[src/rtl/dm_port_arbiter.sv]
// Data-memory port arbiter: CPU MEM stage has priority, a starvation counter forces DMA beats through.
// Define DM_ARB_ABORT_EN to let dma_abort_i terminate a burst early.
module dm_port_arbiter #(
  parameter  int unsigned STARVE_MAX = 7,
  localparam int unsigned AW = 12,
  localparam int unsigned DW = 32,
  localparam int unsigned LW = 4
) (
  input  logic          clk,
  input  logic          rst,
  input  logic          cpu_rd_i,
  input  logic          cpu_wr_i,
  input  logic          cpu_wr_byte_i,
  input  logic [AW-1:0] cpu_addr_i,
  input  logic [DW-1:0] cpu_wdata_i,
  output logic          cpu_stall_o,
  input  logic          dma_req_i,
  input  logic          dma_we_i,
  input  logic [AW-1:0] dma_addr_i,
  input  logic [LW-1:0] dma_len_i,
  input  logic [DW-1:0] dma_wdata_i,
  input  logic          dma_abort_i,
  output logic          dma_beat_ack_o,
  output logic [DW-1:0] dma_rdata_o,
  output logic          dma_rvalid_o,
  output logic          dma_done_o,
  output logic          dma_busy_o,
  output logic          mem_we_o,
  output logic          mem_wr_byte_o,
  output logic [AW-1:0] mem_addr_o,
  output logic [DW-1:0] mem_din_o,
  input  logic [DW-1:0] mem_dout_i
);

  localparam int unsigned      WAIT_W     = (STARVE_MAX < 1) ? 1 : $clog2(STARVE_MAX + 1);
  localparam logic [WAIT_W-1:0] STARVE_LIM = WAIT_W'(STARVE_MAX);

  typedef enum logic [1:0] {IDLE, LOAD, BURST, DONE} state_e;

  state_e            state_q;
  logic [AW-1:0]     a_q;
  logic [LW-1:0]     cnt_q;
  logic              we_q;
  logic [WAIT_W-1:0] wait_q;
  logic [DW-1:0]     rdata_q;
  logic              rvalid_q;

  logic cpu_access_c;
  logic dma_win_c;
  logic beat_c;
  logic abort_c;

`ifdef DM_ARB_ABORT_EN
  assign abort_c = dma_abort_i && ((state_q == LOAD) || (state_q == BURST));
`else
  logic unused_abort;
  assign unused_abort = dma_abort_i;
  assign abort_c      = 1'b0;
`endif

  // Port mux: the CPU owns the memory except in a cycle the DMA wins a beat.
  always_comb begin
    cpu_access_c   = cpu_rd_i | cpu_wr_i;
    dma_win_c      = !cpu_access_c || (wait_q >= STARVE_LIM);
    beat_c         = (state_q == BURST) && dma_win_c && !abort_c;
    cpu_stall_o    = cpu_access_c && beat_c;
    dma_beat_ack_o = beat_c;
    mem_we_o       = cpu_wr_i;
    mem_wr_byte_o  = cpu_wr_byte_i;
    mem_addr_o     = cpu_addr_i;
    mem_din_o      = cpu_wdata_i;
    if (beat_c) begin
      mem_we_o      = we_q;
      mem_wr_byte_o = 1'b0;
      mem_addr_o    = a_q;
      mem_din_o     = dma_wdata_i;
    end
  end

  assign dma_rdata_o  = rdata_q;
  assign dma_rvalid_o = rvalid_q;
  assign dma_done_o   = (state_q == DONE);
  assign dma_busy_o   = (state_q != IDLE);

  always_ff @(posedge clk or posedge rst) begin
    if (rst) begin
      state_q  <= IDLE;
      a_q      <= '0;
      cnt_q    <= '0;
      we_q     <= 1'b0;
      wait_q   <= '0;
      rdata_q  <= '0;
      rvalid_q <= 1'b0;
    end else begin
      rvalid_q <= beat_c && !we_q;
      if (beat_c && !we_q) rdata_q <= mem_dout_i;
      case (state_q)
        IDLE: begin
          wait_q <= '0;
          if (dma_req_i) begin
            a_q     <= {dma_addr_i[AW-1:2], 2'b00};
            cnt_q   <= dma_len_i;
            we_q    <= dma_we_i;
            state_q <= LOAD;
          end
        end
        LOAD: state_q <= abort_c ? DONE : BURST;
        BURST: begin
          if (abort_c) begin
            wait_q  <= '0;
            state_q <= DONE;
          end else if (beat_c) begin
            a_q    <= a_q + AW'(4);
            wait_q <= '0;
            if (cnt_q == '0) state_q <= DONE;
            else             cnt_q   <= cnt_q - LW'(1);
          end else if (wait_q < STARVE_LIM) begin
            wait_q <= wait_q + WAIT_W'(1);
          end
        end
        DONE: begin
          wait_q  <= '0;
          state_q <= IDLE;
        end
        default: state_q <= IDLE;
      endcase
    end
  end

endmodule

[config.mk]
export PLATFORM = sky130hd
export DESIGN_NAME = dm_port_arbiter
export DESIGN_NICKNAME = d
export VERILOG_FILES = /design/src/rtl/dm_port_arbiter.sv
export SDC_FILE = /design/constraint.sdc
export NUM_CORES = 1
export LEC_CHECK = 0
export CORE_ASPECT_RATIO = 0.8
export CORE_MARGIN = 3
export CORE_UTILIZATION = 32
export CTS_CLUSTER_DIAMETER = 30
export DETAILED_ROUTE_END_ITERATION = 6
export PLACE_DENSITY = 0.86
export SLEW_MARGIN = 0
export SYNTH_ARGS = -nofsm -noshare
export SYNTH_HDL_FRONTEND = slang
export SYNTH_SLANG_ARGS = --single-unit
[constraint.sdc]
create_clock -name clk -period 2.4 [get_ports clk]
set_clock_uncertainty 0.15 [all_clocks]
set_input_delay 0.48 -clock clk [delete_from_list [all_inputs] [get_ports clk]]
set_output_delay 0.48 -clock clk [all_outputs]
set_load 0.03 [all_outputs]
==> impl_metrics.csv, run 1 <==
group,metric,value,unit
global_route,grt_max_degree,34,
cells_and_area,synthToLayoutAreaGrowth,104,%
sta,finalMaxSlewViolations,0,
global_route,grt-ovfl-total,0,
synth,synth_edf_count,0,
power_and_ir_drop,p_leak,2.89,nW
cells_and_area,final_cell_mix,"162 x clkdlybuf4s50_1, 64 x mux2_4, 53 x dfrtp_1",
synth,synth.distinct_cells,47,
sta,slew-limit-headroom,64.1,%
power_and_ir_drop,ir_drop,0.512,mV
clocking,cts_root_buffer,"clkbuf_16",
sta,tightest_slew,0.537,ns
synth,avgSynthCellArea,11.4,sq um
die,core_area,0.00923,sq mm
synth,syn-cell-area,0.00310,sq mm
die,die-area,0.0109,sq mm
route,drt_iter0_markers,178,
route,avgRoutedWirePerCell,19.6,microns
clocking,cts_tree,"built",
sta,final.setup.tns,-23.15,ns
min_path,hold_start,"dma_rdata_o[16]$_DFFE_PP0P_",
sta,max_freq,345,MHz
global_route,grt_pass1_wl,17400,microns
cells_and_area,drive_gt1_share,36.9,%
sta,report.final.hold_viol_count,0,
sta,holdWs,0.362,ns
clocking,clock_latency,0.29,ns
route,route.detailed.drc,0,
status,violations,"negative setup slack",
setup_path,cp-start-kind,"register",
cells_and_area,diodes,0,
place,portBuffers,211,
status,status,"finished, violations left",
cells_and_area,n_fill_cell,652,
synth,seq_area_frac_synth,42.7,%
setup_path,crit_chain,"ha_2 > ha_4 > o21bai_4 > o21ai_4 > buf_12 > buf_8 > buf_16 > mux2_4 > buf_6",
clocking,cts_buffers,5,
cells_and_area,layout_commonest_cell,"clkdlybuf4s50_1",
global_route,grt_antenna_before_repair,0,
die,die_x,116,microns
setup_path,reg2reg_slack,-0.10,ns
setup_path,r2r-end,"dma_rdata_o[4]$_DFFE_PP0P_",
die,io_pins,215,
cells_and_area,final_nets,658,
route,vias_per_cell,5.07,
place,dpl_cell_area,0.00544,sq mm
route,num_vias,3209,
die,fp-row-count,31,
job,max-cap-violations,0,
clocking,clock_path_buffers,2,
setup_path,crit_type,"register to primary output",
setup_path,path_buf_inv,4,
die,die_y,94.1,microns
synth,synthArstFlopShare,100,%
synth,yosysWarnings,0,
clocking,clock_sinks,53,
synth,syn-num-nets,413,
min_path,hold_depth,1,
sta,worst_slack,-0.500,ns
min_path,hold_path.class,"register to register",
setup_path,crit_path_max_fanout,7,
place,dpl.hpwl,8180,microns
setup_path,cp_slowest_stage_delay,0.40,ns
sta,fin_crit_sh,121,%
global_route,grt_pass1_vias,3481,
setup_path,reg2reg_depth,11,
setup_path,path_delay_family,"buffers and inverters",
synth,postSynthCellCount,272,
setup_path,crit_required,1.77,ns
global_route,grt_use_total,20.2,%
sta,setup_viol,80,
clocking,cts_hold_buf,0,
min_path,worstHoldEndpoint,"dma_rdata_o[16]$_DFFE_PP0P_",
setup_path,cpMaxStageDelayCell,"dfrtp_1",
clocking,cts-htree-levels,2,
setup_path,endpoint_kind,"primary output",
sta,rsz0062_at_grt,"true",
route,totalWireLength,12400,microns
sta,finalCriticalPeriod,2.90,ns
setup_path,reg2reg_from,"wait_q[1]$_DFFE_PP0P_",
power_and_ir_drop,p_per_area,1050,mW/mm^2
synth,ys_ff_latch,53,
setup_path,worstPathArrival,2.27,ns
clocking,clkSlewWorstSetupHoldPaths,0.08,ns
cells_and_area,seq_area,0.00133,sq mm
route,first_pass_iters,6,
route,ant_nets,0,
place,place_congestion,0.781,
synth,synth_flop_cell,"dfrtp_1",
die,initial_core_util,33.6,%
cells_and_area,multi_input_area,0.00194,sq mm
cells_and_area,fin_area,0.00634,sq mm
==> cells by family after synthesis <==
family                     synth area share [%]
DFF                                        42.7
AOI/OAI and AO/OA                          11.3
muxes                                      29.3
and+or+nand+nor                            8.95
buffers and inverters                      4.03
adders and majority gates                  3.63
==> where the power goes <==
part           internal [mW]  leakage (nW)  total, mW  switching [mW]
clock network          0.394        0.0680      0.738           0.344
registers               1.34         0.641       1.68           0.340
logic                   2.16          2.18       4.22            2.07
==> layout make-up <==
type / instances / share of cell area [%]
flip-flops and latches: 53 / 20.9
repair buffers: 253 / 43.1
well taps: 115 / 2.27
clock buffers: 5 / 1.97
multi-input cells: 193 / 30.7
inverters: 11 / 0.652
clock inverters: 3 / 0.415
==> layer usage <==
layer | vias up | GRT usage, % | share of wire [%]
li1 | 1484 | - | -
met1 | 1561 | 22.7 | 38
met2 | 152 | 38.8 | 54
met3 | 12 | 4.06 | 6.1
met4 | 0 | 4.93 | 1.2
met5 | - | 0 | 0
==> state kept, by name, indices dropped and copies added, names as in the netlist <==
name / cells
dma_rdata_o: 32
cnt_q: 4
dma_rvalid_o: 1
state_q: 2
a_q: 10
wait_q: 3
we_q: 1
==> through the flow <==
step / cells / setup slack, ns / total power, mW / utilization (%)
2_1_floorplan: 272 / -0.0943 / 3.72 / -
3_3_place_gp: 603 / -0.673 / 5.09 / 59.0
3_5_place_dp: 603 / -0.715 / 5.23 / 59.0
4_1_cts: 624 / -0.491 / 6.21 / 64.3
5_1_grt: 633 / -0.542 / 7.00 / 68.7
6_report: 633 / -0.500 / 6.64 / 68.7
==> Yosys cell counts, types with 5 or more instances <==
library cell | n | area (sq um)
a21oi_1 | 10 | 50.1
mux2i_1 | 5 | 50.1
mux2_1 | 28 | 315
mux2_2 | 47 | 529
nand2_1 | 20 | 75.1
buf_2 | 7 | 35.0
inv_1 | 11 | 41.3
nand3_1 | 5 | 25.0
o22ai_1 | 9 | 56.3
ha_1 | 9 | 113
dfrtp_1 | 53 | 1330
o21ai_0 | 7 | 35.0
nor2_1 | 9 | 33.8
==> timing repair <==
item                                    CTS  global route
endpoints found under the hold margin     0             0
gates cloned                              3             6
endpoints found under the setup margin   55            80
buffers inserted                         10             5
resized for setup                       308            64
pin swaps                                 6             2
==> worst max path at each step <==
stage,startpoint,to,slack [ns],depth (start not counted)
3_3_place_gp,cpu_wr_i,mem_din_o[3],-0.67,6
2_1_floorplan,wait_q[0]$_DFFE_PP0P_,mem_addr_o[3],-0.09,6
5_1_grt,wait_q[1]$_DFFE_PP0P_,mem_din_o[6],-0.54,9
3_5_place_dp,cpu_wr_i,mem_din_o[14],-0.72,6
6_report,wait_q[1]$_DFFE_PP0P_,mem_din_o[6],-0.50,9
4_1_cts,wait_q[1]$_DFFE_PP0P_,mem_din_o[7],-0.49,9
Power figures use the tool's default switching activity.
==> run 2, diff against run 1 <==
--- a/config.mk
+++ b/config.mk
@@ -15,3 +15,4 @@
 export SYNTH_ARGS = -nofsm -noshare
 export SYNTH_HDL_FRONTEND = slang
 export SYNTH_SLANG_ARGS = --single-unit
+export TNS_END_PERCENT = 30
==> impl_metrics.csv, run 2 (synthesis gave the netlist of run 1 again) <==
group,metric,value,unit
status,status,"finished, violations left",
status,violations,"negative setup slack",
clocking,cts_buffers,5,
cells_and_area,n_fill_cell,722,
sta,finalMaxSlewViolations,0,
sta,report.final.hold_viol_count,0,
place,dpl.hpwl,8380,microns
global_route,grt_antenna_before_repair,0,
clocking,clock_sinks,53,
cells_and_area,fin_cells,614,
power_and_ir_drop,p_leak,2.45,nW
place,portBuffers,211,
setup_path,path_delay_family,"buffers and inverters",
route,dr_wl_met2,5590,microns
power_and_ir_drop,power_frac_seq,27.0,%
setup_path,cp-start-kind,"register",
power_and_ir_drop,power.switching,2.57,mW
global_route,grt_pass1_vias,3321,
setup_path,crit_required,1.77,ns
place,place_congestion,0.834,
route,totalWireLength,10700,microns
setup_path,crit_chain,"ha_2 > ha_4 > o21bai_4 > o21ai_4 > buf_12 > buf_6 > mux2_2 > buf_4",
global_route,grt_max_degree,35,
setup_path,r2r-end,"dma_rdata_o[14]$_DFFE_PP0P_",
power_and_ir_drop,pwr-share-clk,13.8,%
clocking,clock_path_buffers,2,
cells_and_area,largest_reg_flops,32,
sta,rsz0062_at_grt,"true",
die,core_area,0.00923,sq mm
route,wl_met1,3960,microns
setup_path,reg2reg_from,"wait_q[1]$_DFFE_PP0P_",
sta,slew-limit-headroom,65.7,%
cells_and_area,final_nets,639,
power_and_ir_drop,internal_power,3.53,mW
route,drt_iter0_markers,134,
sta,worst_slack,-0.543,ns
min_path,hold_start,"dma_rdata_o[1]$_DFFE_PP0P_",
global_route,grt_pass1_wl,16500,microns
route,first_pass_iters,4,
cells_and_area,final_cell_mix,"162 x clkdlybuf4s50_1, 53 x dfrtp_1, 45 x mux2_2",
route,ant_nets,0,
sta,tightest_slew,0.514,ns
min_path,hold_path.class,"register to register",
clocking,cts_root_buffer,"clkbuf_16",
setup_path,endpoint_kind,"primary output",
die,fp-row-count,31,
die,die-area,0.0109,sq mm
route,num_vias,3087,
sta,holdWs,0.337,ns
die,die_y,94.1,microns
sta,setup_viol,48,
place,dp_cells,602,
cells_and_area,synthToLayoutAreaGrowth,85.9,%
die,initial_core_util,33.6,%
route,dr_wl_met3,748,microns
place,dpl_cell_area,0.00543,sq mm
clocking,cts_hold_buf,0,
setup_path,path_buf_inv,3,
route,vias_per_cell,5.03,
die,io_pins,215,
clocking,clock_latency,0.29,ns
cells_and_area,fin_util,62.5,%
cells_and_area,diodes,0,
sta,max_freq,340,MHz
cells_and_area,layout_commonest_cell,"clkdlybuf4s50_1",
power_and_ir_drop,ir_drop,0.441,mV
place,dp_slack,-0.708,ns
cells_and_area,drive_gt1_share,27.5,%
setup_path,worstPathArrival,2.31,ns
setup_path,cpMaxStageDelayCell,"dfrtp_1",
power_and_ir_drop,power,6.11,mW
setup_path,crit_type,"register to primary output",
clocking,cts_tree,"built",
route,route.detailed.drc,0,
cells_and_area,fin_area,0.00577,sq mm
clocking,clkSlewWorstSetupHoldPaths,0.08,ns
global_route,grt-ovfl-total,0,
power_and_ir_drop,combinationalPowerShare,59.3,%
setup_path,reg2reg_depth,10,
global_route,grt_use_total,19.2,%
setup_path,reg2reg_slack,0.08,ns
route,routed.top_layer,"met4",
sta,finalCriticalPeriod,2.94,ns
power_and_ir_drop,p_per_area,1060,mW/mm^2
job,max-cap-violations,0,
min_path,worstHoldEndpoint,"dma_rdata_o[1]$_DFFE_PP0P_",
setup_path,cp_slowest_stage_delay,0.39,ns
setup_path,crit_path_max_fanout,34,
min_path,hold_depth,1,
sta,final.setup.tns,-22.16,ns
sta,fin_crit_sh,123,%
die,die_x,116,microns
power_and_ir_drop,netSwitchingFraction,42.2,%
route,avgRoutedWirePerCell,17.4,microns
clocking,cts-htree-levels,2,
-- run 2: cell types whose count changed in the layout (fill, tap and decap cells not counted), moves of 4 or more --
cell / change
buf_6: -34
buf_8: -4
clkbuf_16: -5
clkdlybuf4s15_2: +30
mux2_1: +28
mux2_2: +33
mux2_4: -61
-- run 2: cell type report --
| class | instances | area (sq um) | area share (%) |
|---|---|---|---|
| well taps | 115 | 144 | 2.49 |
| clock buffers | 5 | 125 | 2.17 |
| repair buffers | 234 | 2400 | 41.5 |
| clock inverters | 3 | 50.0 | 0.868 |
| flip-flops and latches | 53 | 1330 | 23.0 |
| inverters | 11 | 41.3 | 0.716 |
| multi-input cells | 193 | 1690 | 29.2 |
-- run 2: how the worst max path moves through the flow --
| stage | from | to | slack [ns] | cells after the start |
|---|---|---|---|---|
| 2_1_floorplan | wait_q[0]$_DFFE_PP0P_ | mem_addr_o[3] | -0.09 | 6 |
| 3_3_place_gp | cpu_wr_i | mem_din_o[17] | -0.68 | 6 |
| 3_5_place_dp | cpu_wr_i | mem_addr_o[4] | -0.71 | 6 |
| 4_1_cts | wait_q[1]$_DFFE_PP0P_ | mem_din_o[17] | -0.58 | 7 |
| 5_1_grt | wait_q[1]$_DFFE_PP0P_ | mem_din_o[23] | -0.61 | 8 |
| 6_report | wait_q[1]$_DFFE_PP0P_ | mem_din_o[23] | -0.54 | 8 |
-- run 2: per-layer routing --
metal	track usage (%)	vias to the layer above
met4	7.63	0
met2	35.2	152
met1	21.7	1466
met3	3.93	22
li1	-	1447
met5	0	-
-- run 2: power by group through the flow --
stage          combinational, mW  sequential [mW]  clock [mW]
2_1_floorplan               1.57             2.15           0
3_3_place_gp                3.48             1.62           0
3_5_place_dp                3.58             1.66           0
4_1_cts                     3.63             1.64       0.859
5_1_grt                     3.87             1.71       0.901
6_report                    3.62             1.65       0.841
-- run 2: timing repair --
action,CTS,global route
resized for setup,124,4
pin swaps,1,0
setup endpoints to repair,49,48
buffers inserted,3,0
cloned,1,0
-- run 2: worst reg2reg max path, stage by stage, from the launching register on --
cell and delay, ns:
dfrtp_1 0.39, ha_2 0.21, ha_4 0.15, o21bai_4 0.17, o21ai_4 0.20, buf_6 0.14
buf_4 0.10, buf_6 0.12, nor2_4 0.05, buf_12 0.17, mux2_1 0.34
